<file path="config.mk">
export PLATFORM = sky130hd
export DESIGN_NAME = ram_wr_stage_queue
export DESIGN_NICKNAME = d
export VERILOG_FILES = /design/src/rtl/ram_stage_pkg.sv /design/src/rtl/ram_stage_fwd_cam.sv /design/src/rtl/ram_wr_stage_queue.sv
export SDC_FILE = /design/constraint.sdc
export NUM_CORES = 1
export LEC_CHECK = 0
export ABC_AREA = 1
export CAP_MARGIN = 15
export CORE_MARGIN = 2
export CORE_UTILIZATION = 40
export CTS_BUF_LIST = sky130_fd_sc_hd__clkbuf_4 sky130_fd_sc_hd__clkbuf_8 sky130_fd_sc_hd__clkbuf_16
export DETAILED_ROUTE_END_ITERATION = 16
export GPL_TIMING_DRIVEN = 0
export PLACE_DENSITY = 0.58
export SETUP_SLACK_MARGIN = 0.3
export SYNTH_ARGS = -nofsm -noshare
export SYNTH_HDL_FRONTEND = slang
export SYNTH_SLANG_ARGS = --single-unit
</file>
<file path="constraint.sdc">
create_clock -name clk -period 6.35 [get_ports clk]
set_clock_uncertainty 0.05 [all_clocks]
set_input_delay 1.27 -clock clk [delete_from_list [all_inputs] [get_ports clk]]
set_output_delay 1.27 -clock clk [all_outputs]
set_load 0.1 [all_outputs]
</file>
<file path="src/rtl/ram_stage_pkg.sv">
// Shared types, default sizes and the youngest-match helper for the RAM write staging queue.
package ram_stage_pkg;

    localparam int unsigned DEPTH_DEF  = 64;
    localparam int unsigned INDEX_DEF  = 6;
    localparam int unsigned WIDTH_DEF  = 32;
    localparam int unsigned QDEPTH_DEF = 4;
    localparam int unsigned QINDEX_DEF = 2;

    // Helper works on vectors sized for the largest supported queue.
    localparam int unsigned QDEPTH_MAX = 16;
    localparam int unsigned QINDEX_MAX = 4;

    typedef struct packed {
        logic                 valid;
        logic [INDEX_DEF-1:0] addr;
        logic [WIDTH_DEF-1:0] data;
    } stageEntry_t;

    // Walks from tail (oldest slot when full) forward to tail-1, so the last hit is the youngest.
    function automatic logic [QINDEX_MAX-1:0] youngestMatch(
        input logic [QDEPTH_MAX-1:0] valid,
        input logic [QDEPTH_MAX-1:0] match,
        input logic [QINDEX_MAX-1:0] tail,
        input logic [QINDEX_MAX-1:0] mask
    );
        logic [QINDEX_MAX-1:0] idx;
        logic [QINDEX_MAX-1:0] sel;
        sel = '0;
        for (int k = 0; k < int'(QDEPTH_MAX); k++) begin
            idx = (tail + QINDEX_MAX'(k)) & mask;
            if (valid[idx] && match[idx]) begin
                sel = idx;
            end
        end
        return sel;
    endfunction

endpackage

</file>
<file path="src/rtl/ram_stage_fwd_cam.sv">
// Combinational address compare over the staging entries with youngest-entry priority select.
module ram_stage_fwd_cam
    import ram_stage_pkg::*;
#(
    parameter int unsigned INDEX  = INDEX_DEF,
    parameter int unsigned WIDTH  = WIDTH_DEF,
    parameter int unsigned QDEPTH = QDEPTH_DEF,
    parameter int unsigned QINDEX = QINDEX_DEF
) (
    input  logic [QDEPTH-1:0]            valid_i,
    input  logic [QDEPTH-1:0][INDEX-1:0] addr_i,
    input  logic [QDEPTH-1:0][WIDTH-1:0] data_i,
    input  logic [QINDEX-1:0]            tail_i,
    input  logic [INDEX-1:0]             key_i,
    output logic                         hit_o,
    output logic [QINDEX-1:0]            idx_o,
    output logic [WIDTH-1:0]             data_o
);

    logic [QDEPTH-1:0]     match;
    logic [QDEPTH_MAX-1:0] valid_ext;
    logic [QDEPTH_MAX-1:0] match_ext;
    logic [QINDEX_MAX-1:0] sel;

    always_comb begin
        match     = '0;
        valid_ext = '0;
        match_ext = '0;
        for (int i = 0; i < int'(QDEPTH); i++) begin
            match[i] = valid_i[i] && (addr_i[i] == key_i);
        end
        valid_ext[QDEPTH-1:0] = valid_i;
        match_ext[QDEPTH-1:0] = match;
        sel    = youngestMatch(valid_ext, match_ext, QINDEX_MAX'(tail_i), QINDEX_MAX'(QDEPTH - 1));
        idx_o  = QINDEX'(sel);
        hit_o  = |match;
        data_o = hit_o ? data_i[idx_o] : '0;
    end

endmodule

</file>
<file path="src/rtl/ram_wr_stage_queue.sv">
// In-order write staging queue in front of a 1R1W RAM, with read forwarding of pending writes.
// Optional build macro WR_COALESCE_EN merges a write into a pending entry with the same address.
module ram_wr_stage_queue
    import ram_stage_pkg::*;
#(
    parameter int unsigned DEPTH  = DEPTH_DEF,
    parameter int unsigned INDEX  = INDEX_DEF,
    parameter int unsigned WIDTH  = WIDTH_DEF,
    parameter int unsigned QDEPTH = QDEPTH_DEF,
    parameter int unsigned QINDEX = QINDEX_DEF
) (
    input  logic              clk,
    input  logic              reset,
    input  logic              enqValid_i,
    input  logic [INDEX-1:0]  enqAddr_i,
    input  logic [WIDTH-1:0]  enqData_i,
    output logic              enqReady_o,
    input  logic              drainStall_i,
    output logic              we_o,
    output logic [INDEX-1:0]  addrWr_o,
    output logic [WIDTH-1:0]  data_o,
    input  logic [INDEX-1:0]  lkAddr_i,
    output logic              lkHit_o,
    output logic [WIDTH-1:0]  lkData_o,
    output logic [QINDEX:0]   count_o,
    output logic              empty_o
);

    localparam int unsigned CW = QINDEX + 1;

    if (DEPTH != (1 << INDEX) || QDEPTH != (1 << QINDEX) || QDEPTH < 2 || QDEPTH > QDEPTH_MAX) begin : g_bad_params
        $error("ram_wr_stage_queue: inconsistent DEPTH/INDEX/QDEPTH/QINDEX");
    end

    logic [QDEPTH-1:0]            valid_q, valid_d;
    logic [QDEPTH-1:0][INDEX-1:0] addr_q, addr_d;
    logic [QDEPTH-1:0][WIDTH-1:0] data_q, data_d;
    logic [QINDEX-1:0]            head_q, head_d;
    logic [QINDEX-1:0]            tail_q, tail_d;
    logic [CW-1:0]                count_q, count_d;

    logic full;
    logic head_valid;
    logic coalesce;
    logic enq_fire;
    logic alloc;
    logic [QINDEX-1:0] co_idx;

    assign full       = (count_q == CW'(QDEPTH));
    assign head_valid = valid_q[head_q];
    assign we_o       = head_valid && !drainStall_i;
    assign addrWr_o   = head_valid ? addr_q[head_q] : '0;
    assign data_o     = head_valid ? data_q[head_q] : '0;
    assign count_o    = count_q;
    assign empty_o    = (count_q == '0);

    ram_stage_fwd_cam #(
        .INDEX (INDEX),
        .WIDTH (WIDTH),
        .QDEPTH(QDEPTH),
        .QINDEX(QINDEX)
    ) u_fwd_cam (
        .valid_i(valid_q),
        .addr_i (addr_q),
        .data_i (data_q),
        .tail_i (tail_q),
        .key_i  (lkAddr_i),
        .hit_o  (lkHit_o),
        .idx_o  (),
        .data_o (lkData_o)
    );

`ifdef WR_COALESCE_EN
    logic             co_hit;
    logic [WIDTH-1:0] co_data;

    ram_stage_fwd_cam #(
        .INDEX (INDEX),
        .WIDTH (WIDTH),
        .QDEPTH(QDEPTH),
        .QINDEX(QINDEX)
    ) u_coalesce_cam (
        .valid_i(valid_q),
        .addr_i (addr_q),
        .data_i (data_q),
        .tail_i (tail_q),
        .key_i  (enqAddr_i),
        .hit_o  (co_hit),
        .idx_o  (co_idx),
        .data_o (co_data)
    );

    // A head entry leaving this cycle cannot absorb new data; allocate behind it instead.
    assign coalesce = co_hit && !((co_idx == head_q) && we_o);
`else
    assign coalesce = 1'b0;
    assign co_idx   = '0;
`endif

    // Handshake: a request transfers on any cycle with enqValid_i && enqReady_o; the producer holds
    // addr/data stable until then. Ready looks only at occupancy, except that a coalescing write is
    // taken even when full.
    assign enqReady_o = !full || (enqValid_i && coalesce);
    assign enq_fire   = enqValid_i && enqReady_o;
    assign alloc      = enq_fire && !coalesce;

    always_comb begin
        valid_d = valid_q;
        addr_d  = addr_q;
        data_d  = data_q;
        head_d  = head_q;
        tail_d  = tail_q;
        count_d = count_q;
        if (we_o) begin
            valid_d[head_q] = 1'b0;
            head_d          = head_q + QINDEX'(1);
        end
        if (alloc) begin
            valid_d[tail_q] = 1'b1;
            addr_d[tail_q]  = enqAddr_i;
            data_d[tail_q]  = enqData_i;
            tail_d          = tail_q + QINDEX'(1);
        end
        if (enq_fire && coalesce) begin
            data_d[co_idx] = enqData_i;
        end
        case ({alloc, we_o})
            2'b10:   count_d = count_q + CW'(1);
            2'b01:   count_d = count_q - CW'(1);
            default: count_d = count_q;
        endcase
    end

    always_ff @(posedge clk or negedge reset) begin
        if (!reset) begin
            valid_q <= '0;
            addr_q  <= '0;
            data_q  <= '0;
            head_q  <= '0;
            tail_q  <= '0;
            count_q <= '0;
        end else begin
            valid_q <= valid_d;
            addr_q  <= addr_d;
            data_q  <= data_d;
            head_q  <= head_d;
            tail_q  <= tail_d;
            count_q <= count_d;
        end
    end

endmodule

</file>
==> metrics.md, run 1 <==
| Metric | Value |
|---|---|
| Sequential share of the synthesized area | 0.414 |
| CTS max path bufs | 2 |
| Final hold violation count | 0 |
| Initial antenna violation count | 0 |
| Commonest non-fill, non-tap cells in the layout | nand2_1, inv_1, o21ai_0, dfrtp_1, nand3_1 |
| Clock buffer count from CTS | 17 |
| Core area | 24200 sq um |
| Status | complete, no violations |
| RSZ-0062 raised after global routing | no |
| Crit share post-route | 0.912 |
| Largest net degree at the start of global routing | 110 |
| Largest cells by area after synthesis | dfrtp_1, nand2_1, o21ai_0, inv_1, nand3_1 |
| Die Wd | 161 um |
| WP data arrival | 4.47 ns |
| Worst Setup Start Kind | input port |
| Worst slew pin tran | 0.974 ns |
| Critical path type | input port to primary output |
| Drt first-iter violations | 1005 |
| Synth-to-Final Area Change | 21.3% |
| Yosys warnings | 0 |
| Critical-path maximum fanout | 10 |
| HP Class | register to register |
| Avg Vias per Cell | 5.26 |
| Gr ovfl total | 0 |
| Root Driver | clkbuf_16 |
| Slew HR | 0.349 |
| Layout cell share with drive strength beyond 1 | 0.0794 |
| Finish-stage setup viols | 0 |
| Clk slew on worst S/H paths | 0.07 ns |
| Clock latency on the worst-skew pair | 0.44 ns |
| TritonCTS clock tree | done |
| Antenna Nets Post-Route | 0 |
| Die Span Y | 161 um |
| # Max-Cap Violations | 0 |
| CTS Sinks | 163 |
| Commonest non-fill, non-tap cell in the layout | nand2_1 |
| Nets | 1645 |
| Vias in the first global route | 9602 |
| Register-to-Register Setup Slack | 3.41 ns |
| DP HPWL | 23.6 mm |
| IO Pins | 125 |
| Largest area contributor in the netlist | dfrtp_1 |
| Vias | 10.1k |
| Fmax | 173 MHz |
| Post-synthesis net count | 1501 |
| Final WS setup | 0.557 ns |
| Final GP Congestion | 0.872 |
| Initial Util | 0.406 |
| Synth top area share | 0.414 |
| Die area | 25900 sq um |
| Iteration count of the initial detailed-routing pass | 6 |
| DR DRC count | 0 |
| Synthesized flop and latch total | 163 |
| Worst path required time | 5.03 ns |
| Port Buf Inserts | 124 |
| # diodes | 0 |
| Mapped Cells | 1443 |
| First-pass GRT wire length | 54.2 mm |
| # H-tree levels | 4 |
| Post-synthesis cell area | 9850 sq um |
| Overall Global Routing Usage | 0.271 |
| Synth cell types | 27 |
| Post-CTS Setup Bufs | 0 |
| Cell Rows | 57 |
| Synth Area per Inst | 6.83 sq um |
| Setup WS pre-CTS | -0.0312 ns |
| Kind of end point of the critical path | primary output |
| WL final | 34.5 mm |
| Max Slew Vio Count | 0 |
| Avg WL per Cell | 17.9 um |
| Tmin final | 5.79 ns |
==> through the flow <==
stage          hold slack [ns]   util  cells  TNS (ns)  area [sq um]
2_1_floorplan            0.391      -   1443         0          9850
3_3_place_gp             0.406  0.474   1891   -499.87         11500
3_5_place_dp             0.410  0.476   1892   -0.0449         11500
4_1_cts                  0.426  0.498   1923         0         12100
5_1_grt                  0.436  0.493   1923         0         12000
6_report                 0.428  0.493   1923         0         12000
==> synth_stat cells <==
| master | count |
|---|---|
| inv_2 | 6 |
| xnor2_1 | 2 |
| buf_6 | 6 |
| buf_2 | 18 |
| ha_1 | 9 |
| dfrtp_1 | 163 |
| o21ai_2 | 2 |
| nor2_1 | 13 |
| clkbuf_1 | 59 |
| clkinv_1 | 3 |
| a21oi_1 | 111 |
| a21oi_4 | 1 |
| nand3_2 | 11 |
| nand3_1 | 160 |
| o22ai_1 | 2 |
| buf_1 | 7 |
| nand4_1 | 1 |
| nand2_1 | 366 |
| a21boi_0 | 1 |
| buf_4 | 3 |
| inv_1 | 243 |
| nand2_2 | 12 |
| xor2_1 | 2 |
| o21ai_0 | 237 |
| nor2_2 | 3 |
| nor3_1 | 1 |
| fa_1 | 1 |
==> critical path, stage by stage <==
cell	delay (ns)
clkdlybuf4s50_1	0.59
inv_2	0.08
nand2_1	0.08
nand2_1	0.05
inv_1	0.04
nand2_1	0.04
nor2_1	0.10
nand2_1	0.12
nand2_1	0.10
nand2_1	0.06
nand2_1	0.07
nand2_2	0.08
nand2_1	0.07
nand2_1	0.27
buf_1	0.36
nand3_1	0.15
nand3_1	0.08
a21oi_1	0.31
clkbuf_2	0.52
==> per-layer routing <==
metal  up-vias  global-route usage  wire length [um]
met1      4817               0.387             15600
met5         -                   0                 0
met4         0              0.0722               572
met2       406               0.427             15800
met3        46              0.0449              2600
li1       4849                   -                 -
==> timing repair <==
action | CTS | global route
gates cloned | 0 | 0
hold buffers | 0 | 0
endpoints found under the setup margin | 32 | 32
gates resized for setup | 34 | 62
==> final timing paths <==
| check | start | end | cells after the start |
|---|---|---|---|
| min in group asynchronous | reset | count_o[0]$_DFFE_PN0P_ | 1 |
| worst min-delay path | valid_q[0]$_DFF_PN0_ | valid_q[0]$_DFF_PN0_ | 2 |
| max in group asynchronous | reset | data_q[112]$_DFFE_PN0P_ | 2 |
| worst max register to register | head_q[0]$_DFFE_PN0P_ | count_o[2]$_DFFE_PN0P_ | 11 |
| worst min register to register | valid_q[0]$_DFF_PN0_ | valid_q[0]$_DFF_PN0_ | 2 |
| worst max-delay path | lkAddr_i[1] | lkData_o[24] | 19 |
==> cell families (layout without fill, tap and decap cells) <==
| family | count (synthesis) | in the layout | share of synthesized area |
|---|---|---|---|
| simple gates | 567 | 567 | 0.247 |
| compound gates | 354 | 354 | 0.182 |
| buf+inv | 345 | 501 | 0.139 |
| flops | 163 | 163 | 0.414 |
| fa+ha+maj | 10 | 10 | 0.0135 |
| xor+xnor | 4 | 4 | 0.00356 |
==> final cells by class <==
cell class | count | area, sq um
Fill cell | 2603 | 12300
Multi-Input combinational cell | 935 | 4400
Sequential cell | 163 | 4080
Timing Repair Buffer | 125 | 1110
Inverter | 252 | 946
Clock buffer | 18 | 433
Buffer | 93 | 428
Tap cell | 324 | 405
Clock inverter | 13 | 151
==> flip-flops by register name (all words and copies together), names as in the netlist <==
register	count
valid_q	4
head_q	2
data_q	128
count_o	3
addr_q	24
tail_q	2
Power of run 1 is not shown: default switching activity piles up to over one toggle a cycle in this logic, so the estimate is an artifact.
==> run 2: changes to the inputs <==
- CTS_CLUSTER_DIAMETER: unset -> 150
- MAX_ROUTING_LAYER: unset -> met4
==> run 2 against run 1 <==
Compared with the run above:
- utilization is the same
- design area unchanged
- register-to-register slack lost 0.06 ns
- first-iteration DRC count down 13%
- via count is 0.42% lower
- die area did not move
- critical path depth stayed put
- non-clock buffer count stayed put
- wire length decreased by 0.19%
- maximum frequency is 0.12% higher
- setup slack improved by 0.0069 ns
- worst hold slack better by 0.0040 ns
- critical path type unchanged
- largest cell class unchanged
==> metrics.md, run 2 (synthesized netlist as in run 1, its figures left out) <==
| Metric | Value |
|---|---|
| Register-to-Register Setup Slack | 3.35 ns |
| Max reg flops | 128 |
| Max Slew Vio Count | 0 |
| Iteration count of the initial detailed-routing pass | 5 |
| Clock latency on the worst-skew pair | 0.44 ns |
| Largest reg by FF count | data_q |
| Vias in the first global route | 9618 |
| Initial antenna violation count | 0 |
| Critical-path maximum fanout | 10 |
| Placed Area | 11500 sq um |
| Hold Path Cell Cnt | 2 |
| Antenna Nets Post-Route | 0 |
| Finish-stage setup viols | 0 |
| Kind of end point of the critical path | primary output |
| Synth-to-Final Area Change | 21.3% |
| Cell Rows | 57 |
| Critical path buffer and inverter count | 5 |
| CTS Hold Bufs | 0 |
| Die Wd | 161 um |
| Die Span Y | 161 um |
| Avg Vias per Cell | 5.24 |
| Root Driver | clkbuf_16 |
| Commonest non-fill, non-tap cell in the layout | nand2_1 |
| Hold Startpoint | valid_q[0]$_DFF_PN0_ |
| Critical path type | input port to primary output |
| DP HPWL | 23.6 mm |
| RSZ-0062 raised after global routing | no |
| Top flop regs | data_q x128, addr_q x24, valid_q x4 |
| Most used cell, CP | nand2_1 |
| Core area | 24200 sq um |
| Crit. Startpoint | lkAddr_i[1] |
| Final GP Congestion | 0.886 |
| Vias | 10.1k |
| Port Buf Inserts | 124 |
| Critical path cell sequence | clkdlybuf4s50_1, inv_2, nand2_1, nand2_1, inv_1, nand2_1, nor2_1, nand2_1, nand2_1, nand2_2, nand2_2, nand2_2, o21ai_2, nand2_1, o21ai_2, buf_2, nand3_1, a21oi_1, clkbuf_2 |
| Worst Setup Start Kind | input port |
| DR DRC count | 0 |
| CTS max path bufs | 2 |
| Worst path required time | 5.03 ns |
| Tmin final | 5.79 ns |
| FF-to-FF End | count_o[2]$_DFFE_PN0P_ |
| Worst reg2reg path startpoint | head_q[0]$_DFFE_PN0P_ |
| Gr ovfl total | 0 |
| R2R depth | 11 |
| Die area | 25900 sq um |
| CTS Sinks | 163 |
| IO Pins | 125 |
| Crit share post-route | 0.911 |
| Fmax | 173 MHz |
| Overall Global Routing Usage | 0.279 |
| Slowest stage cell, crit path | clkdlybuf4s50_1 |
| # Max-Cap Violations | 0 |
| Final hold violation count | 0 |
| Layout cell share with drive strength beyond 1 | 0.0794 |
| Critical Path Stages | 19 |
| Initial Util | 0.406 |
| Worst slew pin tran | 0.974 ns |
| Status | complete, no violations |
| Slew HR | 0.349 |
| Nets | 1645 |
| WP data arrival | 4.47 ns |
| Clock buffer count from CTS | 17 |
| HP Class | register to register |
| # H-tree levels | 4 |
| Worst path top cell family by delay | buffers and inverters |
| Commonest non-fill, non-tap cells in the layout | nand2_1, inv_1, o21ai_0, dfrtp_1, nand3_1 |
| Clk slew on worst S/H paths | 0.07 ns |
| # diodes | 0 |
| First-pass GRT wire length | 54.2 mm |
| Avg WL per Cell | 17.9 um |
| Largest net degree at the start of global routing | 110 |
| CP peak stage delay | 0.59 ns |
| TritonCTS clock tree | done |
| Final Cell Area | 12000 sq um |
| WL final | 34.4 mm |
| Drt first-iter violations | 878 |
| End of the worst hold path | valid_q[0]$_DFF_PN0_ |
run 2: cell counts in the layout (fill, tap and decap cells not counted):
Identical to the previous run, type by type.
run 2: worst reg2reg max path, stage by stage, from the launching register on:
cell      delay (ns)
dfrtp_1         0.40
clkbuf_1        0.39
a21oi_1         0.13
o21ai_0         0.09
nand2_1         0.12
nor2_1          0.63
ha_1            0.26
inv_1           0.07
fa_1            0.38
a21oi_1         0.14
o21ai_0         0.10
xnor2_1         0.13
run 2: timing repair:
action,CTS,global route
pin swaps,0,0
buffers inserted,0,0
endpoints found under the setup margin,32,32
gates resized for setup,34,62
run 2: how the worst max path moves through the flow:
stage / endpoint
final: lkData_o[0]
after global routing: lkData_o[0]
after CTS: lkData_o[0]
after detailed placement: lkData_o[0]
after global placement: data_q[51]$_DFFE_PN0P_
after floorplan: lkData_o[10]
run 2: layer usage:
metal,vias to the layer above,wire length (um),GRT usage
met5,-,0,-
met4,0,580,0.0783
met3,43,2340,0.0393
met2,388,15800,0.427
met1,4795,15700,0.387
li1,4850,-,-
run 2: final cells by class:
| cell class | count | area, sq um |
|---|---|---|
| Inverter | 252 | 946 |
| Clock inverter | 13 | 151 |
| Fill cell | 2603 | 12300 |
| Timing Repair Buffer | 125 | 1110 |
| Sequential cell | 163 | 4080 |
| Buffer | 93 | 428 |
| Clock buffer | 18 | 433 |
| Multi-Input combinational cell | 935 | 4400 |
| Tap cell | 324 | 405 |
run 2: per-stage QoR:
stage	instances	worst slack (ns)	hold slack [ns]	util	setup TNS, ns
4_1_cts	1923	0.268	0.426	0.498	0
2_1_floorplan	1443	0.622	0.391	-	0
6_report	1923	0.564	0.432	0.493	0
5_1_grt	1923	0.351	0.436	0.493	0
3_3_place_gp	1891	-3.09	0.406	0.474	-499.87
3_5_place_dp	1892	-0.0312	0.410	0.476	-0.0449
Power of run 2 is left out for the same reason.
